**config.mk**
```make
export PLATFORM = sky130hd
export DESIGN_NAME = spi_controller
export DESIGN_NICKNAME = d
export VERILOG_FILES = /design/src/rtl/spi_pkg.sv /design/src/rtl/spi_phase_timer.sv /design/src/rtl/spi_controller.sv
export SDC_FILE = /design/constraint.sdc
export NUM_CORES = 1
export LEC_CHECK = 0
export BUFFER_PORTS_ARGS = -buffer_cell sky130_fd_sc_hd__buf_2
export CORE_MARGIN = 2
export CORE_UTILIZATION = 32
export CTS_BUF_LIST = sky130_fd_sc_hd__clkbuf_2
export DETAILED_ROUTE_END_ITERATION = 8
export GPL_TIMING_DRIVEN = 0
export PLACE_DENSITY_LB_ADDON = 0.05
export SLEW_MARGIN = 40
export SYNTH_ARGS = -nofsm -noshare
export SYNTH_HDL_FRONTEND = slang
export SYNTH_HIERARCHICAL = 1
export SYNTH_SLANG_ARGS = --single-unit
export TNS_END_PERCENT = 100
```
**constraint.sdc**
```tcl
create_clock -name clk -period 3.05 [get_ports clk]
set_input_delay 0.61 -clock clk [delete_from_list [all_inputs] [get_ports clk]]
set_output_delay 0.61 -clock clk [all_outputs]
set_load 0.02 [all_outputs]
```
**src/rtl/spi_pkg.sv**
```systemverilog
// spi_pkg: shared definitions for the SPI write-frame controller.
//   Frame layout constants, peripheral register map, FSM state encoding
//   and a helper that packs a write request into a frame.
package spi_pkg;

    localparam int FRAME_W = 16;
    localparam int ADDR_W  = 7;
    localparam int DATA_W  = 8;
    localparam logic RW_WRITE = 1'b1;

    // Peripheral register map
    localparam logic [ADDR_W-1:0] REG_EN_OUT_7_0  = 7'h00;
    localparam logic [ADDR_W-1:0] REG_EN_OUT_15_8 = 7'h01;
    localparam logic [ADDR_W-1:0] REG_EN_PWM_7_0  = 7'h02;
    localparam logic [ADDR_W-1:0] REG_EN_PWM_15_8 = 7'h03;
    localparam logic [ADDR_W-1:0] REG_PWM_DUTY    = 7'h04;

    typedef enum logic [2:0] {
        ST_IDLE,
        ST_SETUP,
        ST_SHIFT,
        ST_HOLD,
        ST_GAP
    } spi_state_e;

    // {write flag, address, data}, transmitted MSB first
    function automatic logic [FRAME_W-1:0] make_frame(input logic [ADDR_W-1:0] addr,
                                                      input logic [DATA_W-1:0] data);
        return {RW_WRITE, addr, data};
    endfunction

endpackage

```
**src/rtl/spi_phase_timer.sv**
```systemverilog
// spi_phase_timer: loadable 8-bit down-counter.
//   clk, rst_n  : clock, async active-low reset
//   i_load      : load i_load_val this cycle (takes priority)
//   i_load_val  : value loaded; a load of N-1 gives a tick N cycles later
//   o_tick      : high while the count is zero (terminal cycle of a phase)
module spi_phase_timer (
    input  logic       clk,
    input  logic       rst_n,
    input  logic       i_load,
    input  logic [7:0] i_load_val,
    output logic       o_tick
);

    logic [7:0] r_cnt;

    // Saturates at zero so an idle timer reads as permanently expired.
    always_ff @(posedge clk or negedge rst_n) begin
        if (!rst_n) begin
            r_cnt <= 8'd0;
        end else if (i_load) begin
            r_cnt <= i_load_val;
        end else if (r_cnt != 8'd0) begin
            r_cnt <= r_cnt - 8'd1;
        end
    end

    assign o_tick = (r_cnt == 8'd0);

endmodule

```
**src/rtl/spi_controller.sv**
```systemverilog
// spi_controller: SPI Mode-0 initiator producing 16-bit write frames.
//   clk, rst_n            : clock, async active-low reset
//   req_valid/req_ready   : request handshake (ready only in IDLE)
//   req_addr, req_data    : frame bits [14:8] and [7:0]
//   busy                  : high from accept until return to IDLE
//   done                  : one-cycle pulse in the first GAP cycle
//   sclk, ncs, copi       : SPI bus (CPOL=0, CPHA=0, MSB first)
// All outputs are registered.
module spi_controller
    import spi_pkg::*;
#(
    parameter int CLK_DIV  = 4,
    parameter int CS_SETUP = 2,
    parameter int CS_HOLD  = 2,
    parameter int GAP      = 4
) (
    input  logic              clk,
    input  logic              rst_n,
    input  logic              req_valid,
    output logic              req_ready,
    input  logic [ADDR_W-1:0] req_addr,
    input  logic [DATA_W-1:0] req_data,
    output logic              busy,
    output logic              done,
    output logic              sclk,
    output logic              ncs,
    output logic              copi
);

    localparam logic [7:0] LD_SETUP = 8'(CS_SETUP - 1);
    localparam logic [7:0] LD_HALF  = 8'(CLK_DIV - 1);
    localparam logic [7:0] LD_HOLD  = 8'(CS_HOLD - 1);
    localparam logic [7:0] LD_GAP   = 8'(GAP - 1);

    spi_state_e         r_state;
    logic [FRAME_W-1:0] r_frame;
    logic [3:0]         r_bit;
    logic               r_high;     // current SHIFT half-period is the sclk-high phase

    logic               w_accept;
    logic               w_tick;
    logic               w_load;
    logic [7:0]         w_load_val;
    logic [FRAME_W-1:0] w_frame;

    assign w_frame  = make_frame(req_addr, req_data);
    assign w_accept = (r_state == ST_IDLE) && req_valid && req_ready;
    // Every state transition reloads the timer with the next phase length.
    assign w_load   = w_accept || ((r_state != ST_IDLE) && w_tick);

    always_comb begin
        w_load_val = 8'd0;
        case (r_state)
            ST_IDLE:  w_load_val = LD_SETUP;
            ST_SETUP: w_load_val = LD_HALF;
            ST_SHIFT: w_load_val = (r_high && r_bit == 4'd0) ? LD_HOLD : LD_HALF;
            ST_HOLD:  w_load_val = LD_GAP;
            default:  w_load_val = 8'd0;
        endcase
    end

    spi_phase_timer u_timer (
        .clk        (clk),
        .rst_n      (rst_n),
        .i_load     (w_load),
        .i_load_val (w_load_val),
        .o_tick     (w_tick)
    );

    always_ff @(posedge clk or negedge rst_n) begin
        if (!rst_n) begin
            r_state   <= ST_IDLE;
            r_frame   <= '0;
            r_bit     <= 4'd0;
            r_high    <= 1'b0;
            req_ready <= 1'b0;
            busy      <= 1'b0;
            done      <= 1'b0;
            sclk      <= 1'b0;
            ncs       <= 1'b1;
            copi      <= 1'b0;
        end else begin
            done <= 1'b0;
            case (r_state)
                ST_IDLE: begin
                    req_ready <= 1'b1;
                    if (w_accept) begin
                        r_frame   <= w_frame;
                        copi      <= w_frame[FRAME_W-1];
                        ncs       <= 1'b0;
                        busy      <= 1'b1;
                        req_ready <= 1'b0;
                        r_state   <= ST_SETUP;
                    end
                end
                ST_SETUP: begin
                    if (w_tick) begin
                        copi    <= r_frame[FRAME_W-1];
                        r_bit   <= 4'd15;
                        r_high  <= 1'b0;
                        r_state <= ST_SHIFT;
                    end
                end
                ST_SHIFT: begin
                    if (w_tick) begin
                        if (!r_high) begin
                            sclk   <= 1'b1;
                            r_high <= 1'b1;
                        end else begin
                            // End of bit period: sclk falls and copi advances on the same edge
                            sclk   <= 1'b0;
                            r_high <= 1'b0;
                            if (r_bit == 4'd0) begin
                                copi    <= 1'b0;
                                r_state <= ST_HOLD;
                            end else begin
                                r_bit   <= r_bit - 4'd1;
                                r_frame <= {r_frame[FRAME_W-2:0], 1'b0};
                                copi    <= r_frame[FRAME_W-2];
                            end
                        end
                    end
                end
                ST_HOLD: begin
                    if (w_tick) begin
                        ncs     <= 1'b1;
                        done    <= 1'b1;
                        r_state <= ST_GAP;
                    end
                end
                ST_GAP: begin
                    if (w_tick) begin
                        busy      <= 1'b0;
                        req_ready <= 1'b1;
                        r_state   <= ST_IDLE;
                    end
                end
                default: r_state <= ST_IDLE;
            endcase
        end
    end

endmodule

```
* After elaboration in Yosys (flattened, before gate mapping)
Cells that the tools add are included.
Storage, ports and cells: memories kept 0, latch bits 0, bits in registers 38, bits in writable memories 0, ROM bits 0
Operators by class: muxes and demuxes 40, shift operators 0, add/subtract/negate cells 2, bitwise operators 0, reduce and logical (&&, ||, !) cells 26, divide/modulo/power cells 0, equal/unequal tests 12, order comparisons 0, $mul 0
Operator list (count):
- 2-to-1 mux 16 bit | 4
- one-hot mux 16 bit (2 select lines) | 1
- 2-to-1 mux 3 bit | 7
- 2-to-1 mux 4 bit | 4
- 2-to-1 mux 8 bit | 2
- != test 2 bit (second input constant) | 8
- one-hot mux 3 bit (5 select lines) | 1
- AND reduction 5 bit | 3
- 2-to-1 mux 1 bit | 13
- nonzero test 2 bit | 5
- AND reduction 3 bit | 3
- zero test 8 bit | 1
- one-hot mux 1 bit (2 select lines) | 4
- one-hot mux 4 bit (2 select lines) | 1
- nonzero test 8 bit | 1
- subtractor 8 x 1 -> 8 bit (second input constant) | 1
- AND reduction 7 bit | 1
- == test 3 x 2 -> 1 bit (second input constant) | 2
- one-hot mux 2 bit (3 select lines) | 1
- nonzero test 3 bit | 2
- logical AND 1 bit | 4
- zero test 4 bit | 1
- AND reduction 2 bit | 2
- subtractor 4 x 1 -> 4 bit (second input constant) | 1
- 7 further kinds | 7

* Depth between registers and ports, before layout
depth after elaboration 5, mapped depth 11, depth with buffers taken out 9

* By module
The synthesis kept the hierarchy.
By module, submodules not included:
- spi_controller | times used 1, cells an instance 180, area an instance 1560.2 µm², sequential area each 752.0 µm²
- spi_phase_timer | times used 1, cells an instance 54, area an instance 488.0 µm², sequential area each 200.2 µm²

* Worst setup path after synthesis
OpenSTA, ideal clock, no wires.
path type register to register, start point register u_timer.r_cnt[3], end point register u_timer.r_cnt[5], path buffers 3, arrival 2.622 ns, clock period less this slack 2.726 ns, slack 0.324 ns, stages on the path, launching flop included 10, cells stage by stage dfrtp_1 -> buf_6 -> or4_4 -> nor3_1 -> buf_2 -> inv_1 -> o21ai_0 -> inv_1 -> clkbuf_1 -> a221oi_1
Between the ends: longest elaborated chain between the ends 4, elaborated cells on any way between the ends 8, classes of those cells add/sub (1); mux (2); reduce/logical (5)
RTL lines:
- start, declared | line spi_phase_timer.sv:14 | logic [7:0] r_cnt;
- start signal, assigned | line spi_phase_timer.sv:21 | r_cnt <= i_load_val;
- start signal, assigned | line spi_phase_timer.sv:23 | r_cnt <= r_cnt - 8'd1;
- zero test 8 bit (*) | line spi_phase_timer.sv:27 | assign o_tick = (r_cnt == 8'd0);
- net w_tick | line spi_controller.sv:41 | logic w_tick;
- logical AND 1 bit (*) | line spi_controller.sv:49 | assign w_load = w_accept || ((r_state != ST_IDLE) && w_tick);
- logical OR 1 bit (*) | line spi_controller.sv:49
- net w_load | line spi_controller.sv:42 | logic w_load;
- 2-to-1 mux 8 bit or nonzero test 2 bit (tied branches)
The timed path passes the listed nets; every way through them passes the cells marked *. The select of a mux whose other input is x is not followed. A chain may end at the register's enable or synchronous reset.

* Worst setup path in the final report
Same ends and word-level chain as after synthesis.

==> impl_metrics.sql <==
INSERT INTO impl_metrics (metric_group, metric, value, unit) VALUES
('status', 'status', 'completed', ''),
('critical_path', 'worst_ep_arrival_time', '3.02', 'ns'),
('grt', 'grt_start_max_net_pins', '39', ''),
('routing', 'drtIter0Drc', '61', ''),
('finish', 'drive_above_1_share', '18.1', '%'),
('sta', 'peak_clock_frequency_supported_by_timing', '0.370', 'GHz'),
('critical_path', 'endpoint_class_of_the_critical_path', 'register', ''),
('grt', 'first_global_vias', '1663', ''),
('finish', 'final_cell_count_no_fill', '347', ''),
('synthesis', 'synth_top_area_share', '45.2', '%'),
('synthesis', 'ys.flop_type', 'sky130_fd_sc_hd__dfrtp_1', ''),
('synthesis', 'synthDistinctLibCells', '47', ''),
('sta', 'max-slew-margin-rel', '65.6', '%'),
('routing', 'avgRoutedWirePerCell', '14.0', 'um'),
('finish', 'filler_cell_count', '679', ''),
('clock_network', 'numClockSinks', '38', ''),
('sta', 'maxSlewViolCount', '0', ''),
('sta', 'worst_clock_skew', '0.0331', 'ns'),
('floorplan', 'core_footprint', '6280', 'sq um'),
('finish', 'layout.cells.most_common', 'sky130_fd_sc_hd__nand2_1', ''),
('clock_network', 'clock_tree.buffer_depth', '2', ''),
('sta', 'setup_viol', '0', ''),
('power', 'p_sw', '705', 'uW'),
('synthesis', 'biggest_area_consumer_among_synthesized_cells', 'sky130_fd_sc_hd__dfrtp_1', ''),
('floorplan', 'die_x', '84.0', 'um'),
('clock_network', 'clkSlewWorstSetupHoldPaths', '0.21', 'ns'),
('grt', 'antenna_violations_before_repair', '0', ''),
('finish', 'final_net_count', '289', ''),
('critical_path', 'worstPathMaxFanout', '10', ''),
('routing', 'route.vias.total', '1751', ''),
('routing', 'detail_route.vias_per_cell', '5.05', ''),
('sta', 'final_period_demand_of_the_worst_path', '2.70', 'ns'),
('worst_hold_path', 'hold_path.class', 'input port to asynchronous set/reset pin', ''),
('power', 'p_leak', '0.00102', 'uW'),
('routing', 'postRouteWirelength', '4840', 'um'),
('grt', 'global_route_wire_length_before_repair', '8230', 'um'),
('sta', 'min_period_over_period', '88.7', '%'),
('routing', 'drcViolationCount', '0', ''),
('sta', 'hold_viol', '0', ''),
('power', 'sw_frac_of_total', '39.7', '%'),
('power', 'power_report.internal_total', '1070', 'uW'),
('place', 'post-dp-hpwl', '3290', 'um'),
('routing', 'detail-route-antenna-nets', '0', ''),
('place', 'detailed_place.area', '2280', 'sq um'),
('sta', 'rsz0062_at_grt', 'no', ''),
('grt', 'grt_remaining_overflow', '0', ''),
('clock_network', 'cts_buffers', '5', ''),
('power', 'clock_power_share', '13.0', '%'),
('clock_network', 'insertion_delay', '0.39', 'ns'),
('job', 'max-cap-violations', '0', ''),
('finish', 'area_delta_synth_final', '14.0', '%'),
('finish', 'fin_area', '2330', 'sq um'),
('critical_path', 'setup.worst_path.class', 'register to register', ''),
('floorplan', 'placementRows', '29', ''),
('power', 'ir_drop', '0.333', 'mV'),
('grt', 'groute.usage.overall', '14.5', '%'),
('sta', 'tightestPinTransition', '0.516', 'ns'),
('routing', 'drtPass1Iterations', '4', ''),
('critical_path', 'worst_ep_required_time', '3.37', 'ns'),
('synthesis', 'netlist_area', '2050', 'sq um'),
('floorplan', 'die_area', '7060', 'sq um'),
('clock_network', 'post_cts_hold_buffer_count', '0', ''),
('floorplan', 'initial_utilization', '32.6', '%'),
('synthesis', 'ys_seq_area_share', '46.5', '%'),
('clock_network', 'tritoncts_clock_tree', 'done', ''),
('finish', 'layout.area.seq', '952', 'sq um'),
('floorplan', 'boundary_pin_count', '24', ''),
('place', 'globalplace.congestion', '0.729', ''),
('place', 'port-buffer-count', '23', ''),
('place', 'placed_cells', '339', ''),
('finish', 'antenna_cells', '0', '');
-- stage by stage --
stage	TNS (ns)	setup WS, ns	total power (uW)	hold slack (ns)	utilization [%]
after floorplan	0	0.324	1370	0.314	-
after global placement	-1.98	-0.397	1550	0.450	36.3
after detailed placement	-1.25	-0.275	1550	0.456	36.3
after CTS	0	0.0698	1800	0.132	37.0
after global routing	0	0.0394	1960	0.130	37.2
final	0	0.345	1780	0.140	37.2
-- power groups by stage --
stage	logic, uW	registers [uW]	clock network, uW
floorplan	501	866	0
global placement	667	881	0
detailed placement	671	882	0
CTS	677	868	252
global route	772	908	276
finish	675	872	232
-- cell usage after synthesis (2+ instances only) --
master,number
sky130_fd_sc_hd__nand2b_1,3
sky130_fd_sc_hd__o21ai_0,9
sky130_fd_sc_hd__nand3_1,3
sky130_fd_sc_hd__a21oi_1,21
sky130_fd_sc_hd__o31ai_1,4
sky130_fd_sc_hd__dfrtp_1,37
sky130_fd_sc_hd__nand2_1,44
sky130_fd_sc_hd__nor3_1,8
sky130_fd_sc_hd__nor2_1,15
sky130_fd_sc_hd__a31oi_1,21
sky130_fd_sc_hd__and3_1,3
sky130_fd_sc_hd__nor2b_1,2
sky130_fd_sc_hd__clkbuf_1,6
sky130_fd_sc_hd__o21a_1,2
sky130_fd_sc_hd__buf_2,4
sky130_fd_sc_hd__buf_6,5
sky130_fd_sc_hd__nand4_1,2
sky130_fd_sc_hd__ha_1,2
sky130_fd_sc_hd__a2bb2oi_1,2
sky130_fd_sc_hd__or3_1,3
sky130_fd_sc_hd__inv_1,12
-- layout make-up --
type                    instances  share of cell area, %
multi-input cells             173                   41.9
flip-flops and latches         38                   40.8
repair buffers                 23                   5.04
plain buffers                  16                   4.56
well taps                      77                   4.13
inverters                      12                   1.93
clock buffers                   7                   1.50
clock inverters                 1                  0.161
-- cells by family (layout without fill, tap and decap cells) --
| group | Yosys count | in the layout | synth area share, % |
|---|---|---|---|
| xor+xnor | 2 | 2 | 0.855 |
| buf+inv | 28 | 59 | 7.39 |
| simple gates | 92 | 92 | 21.7 |
| flops | 38 | 38 | 46.5 |
| compound gates | 69 | 69 | 21.1 |
| other cells | 1 | 6 | 0.183 |
| mux | 2 | 2 | 1.04 |
| fa+ha+maj | 2 | 2 | 1.22 |
-- flip-flops by register name, summed over array words and instances, names as in the netlist --
name           count
r_bit              4
r_frame           16
busy               1
ncs                1
r_state            3
req_ready          1
done               1
u_timer/r_cnt      8
sclk               1
r_high             1
copi               1
-- worst paths after layout --
| path | from | to | slack, ns | depth (start not counted) |
|---|---|---|---|---|
| worst max-delay path | u_timer/r_cnt[3] | u_timer/r_cnt[5] | 0.35 | 9 |
| worst min register to register | ncs | ncs | 0.48 | 2 |
| min in group clk | req_addr[3] | r_frame[11] | 0.43 | 3 |
| max in group asynchronous | rst_n | sclk | 2.50 | 1 |
| worst max register to register | u_timer/r_cnt[3] | u_timer/r_cnt[5] | 0.35 | 9 |
| worst min-delay path | rst_n | u_timer/r_cnt[6] | 0.14 | 1 |
-- critical path: stages (launching register included) --
cell	delay, ns
sky130_fd_sc_hd__dfrtp_1	0.42
sky130_fd_sc_hd__buf_6	0.13
sky130_fd_sc_hd__or4_4	0.57
sky130_fd_sc_hd__nor3_4	0.21
sky130_fd_sc_hd__buf_2	0.24
sky130_fd_sc_hd__inv_1	0.10
sky130_fd_sc_hd__o21ai_2	0.29
sky130_fd_sc_hd__inv_1	0.11
sky130_fd_sc_hd__clkbuf_1	0.25
sky130_fd_sc_hd__a221oi_1	0.30
-- metal layers --
layer  global-route usage [%]  part of all wire, %  vias to the layer above
met5                        0                    0                        -
met2                     21.5                   44                       30
met3                     3.66                  3.6                        6
met1                     20.8                   51                      825
li1                         -                    -                      890
met4                     4.40                  1.3                        0
-- what timing repair did --
action | 4_1_cts | 5_1_grt
buffers inserted | 0 | 0
resized for setup | 2 | 2
endpoints found under the setup margin | 6 | 17
cloned | 0 | 0
No activity file was read; power rests on OpenSTA's default activity.
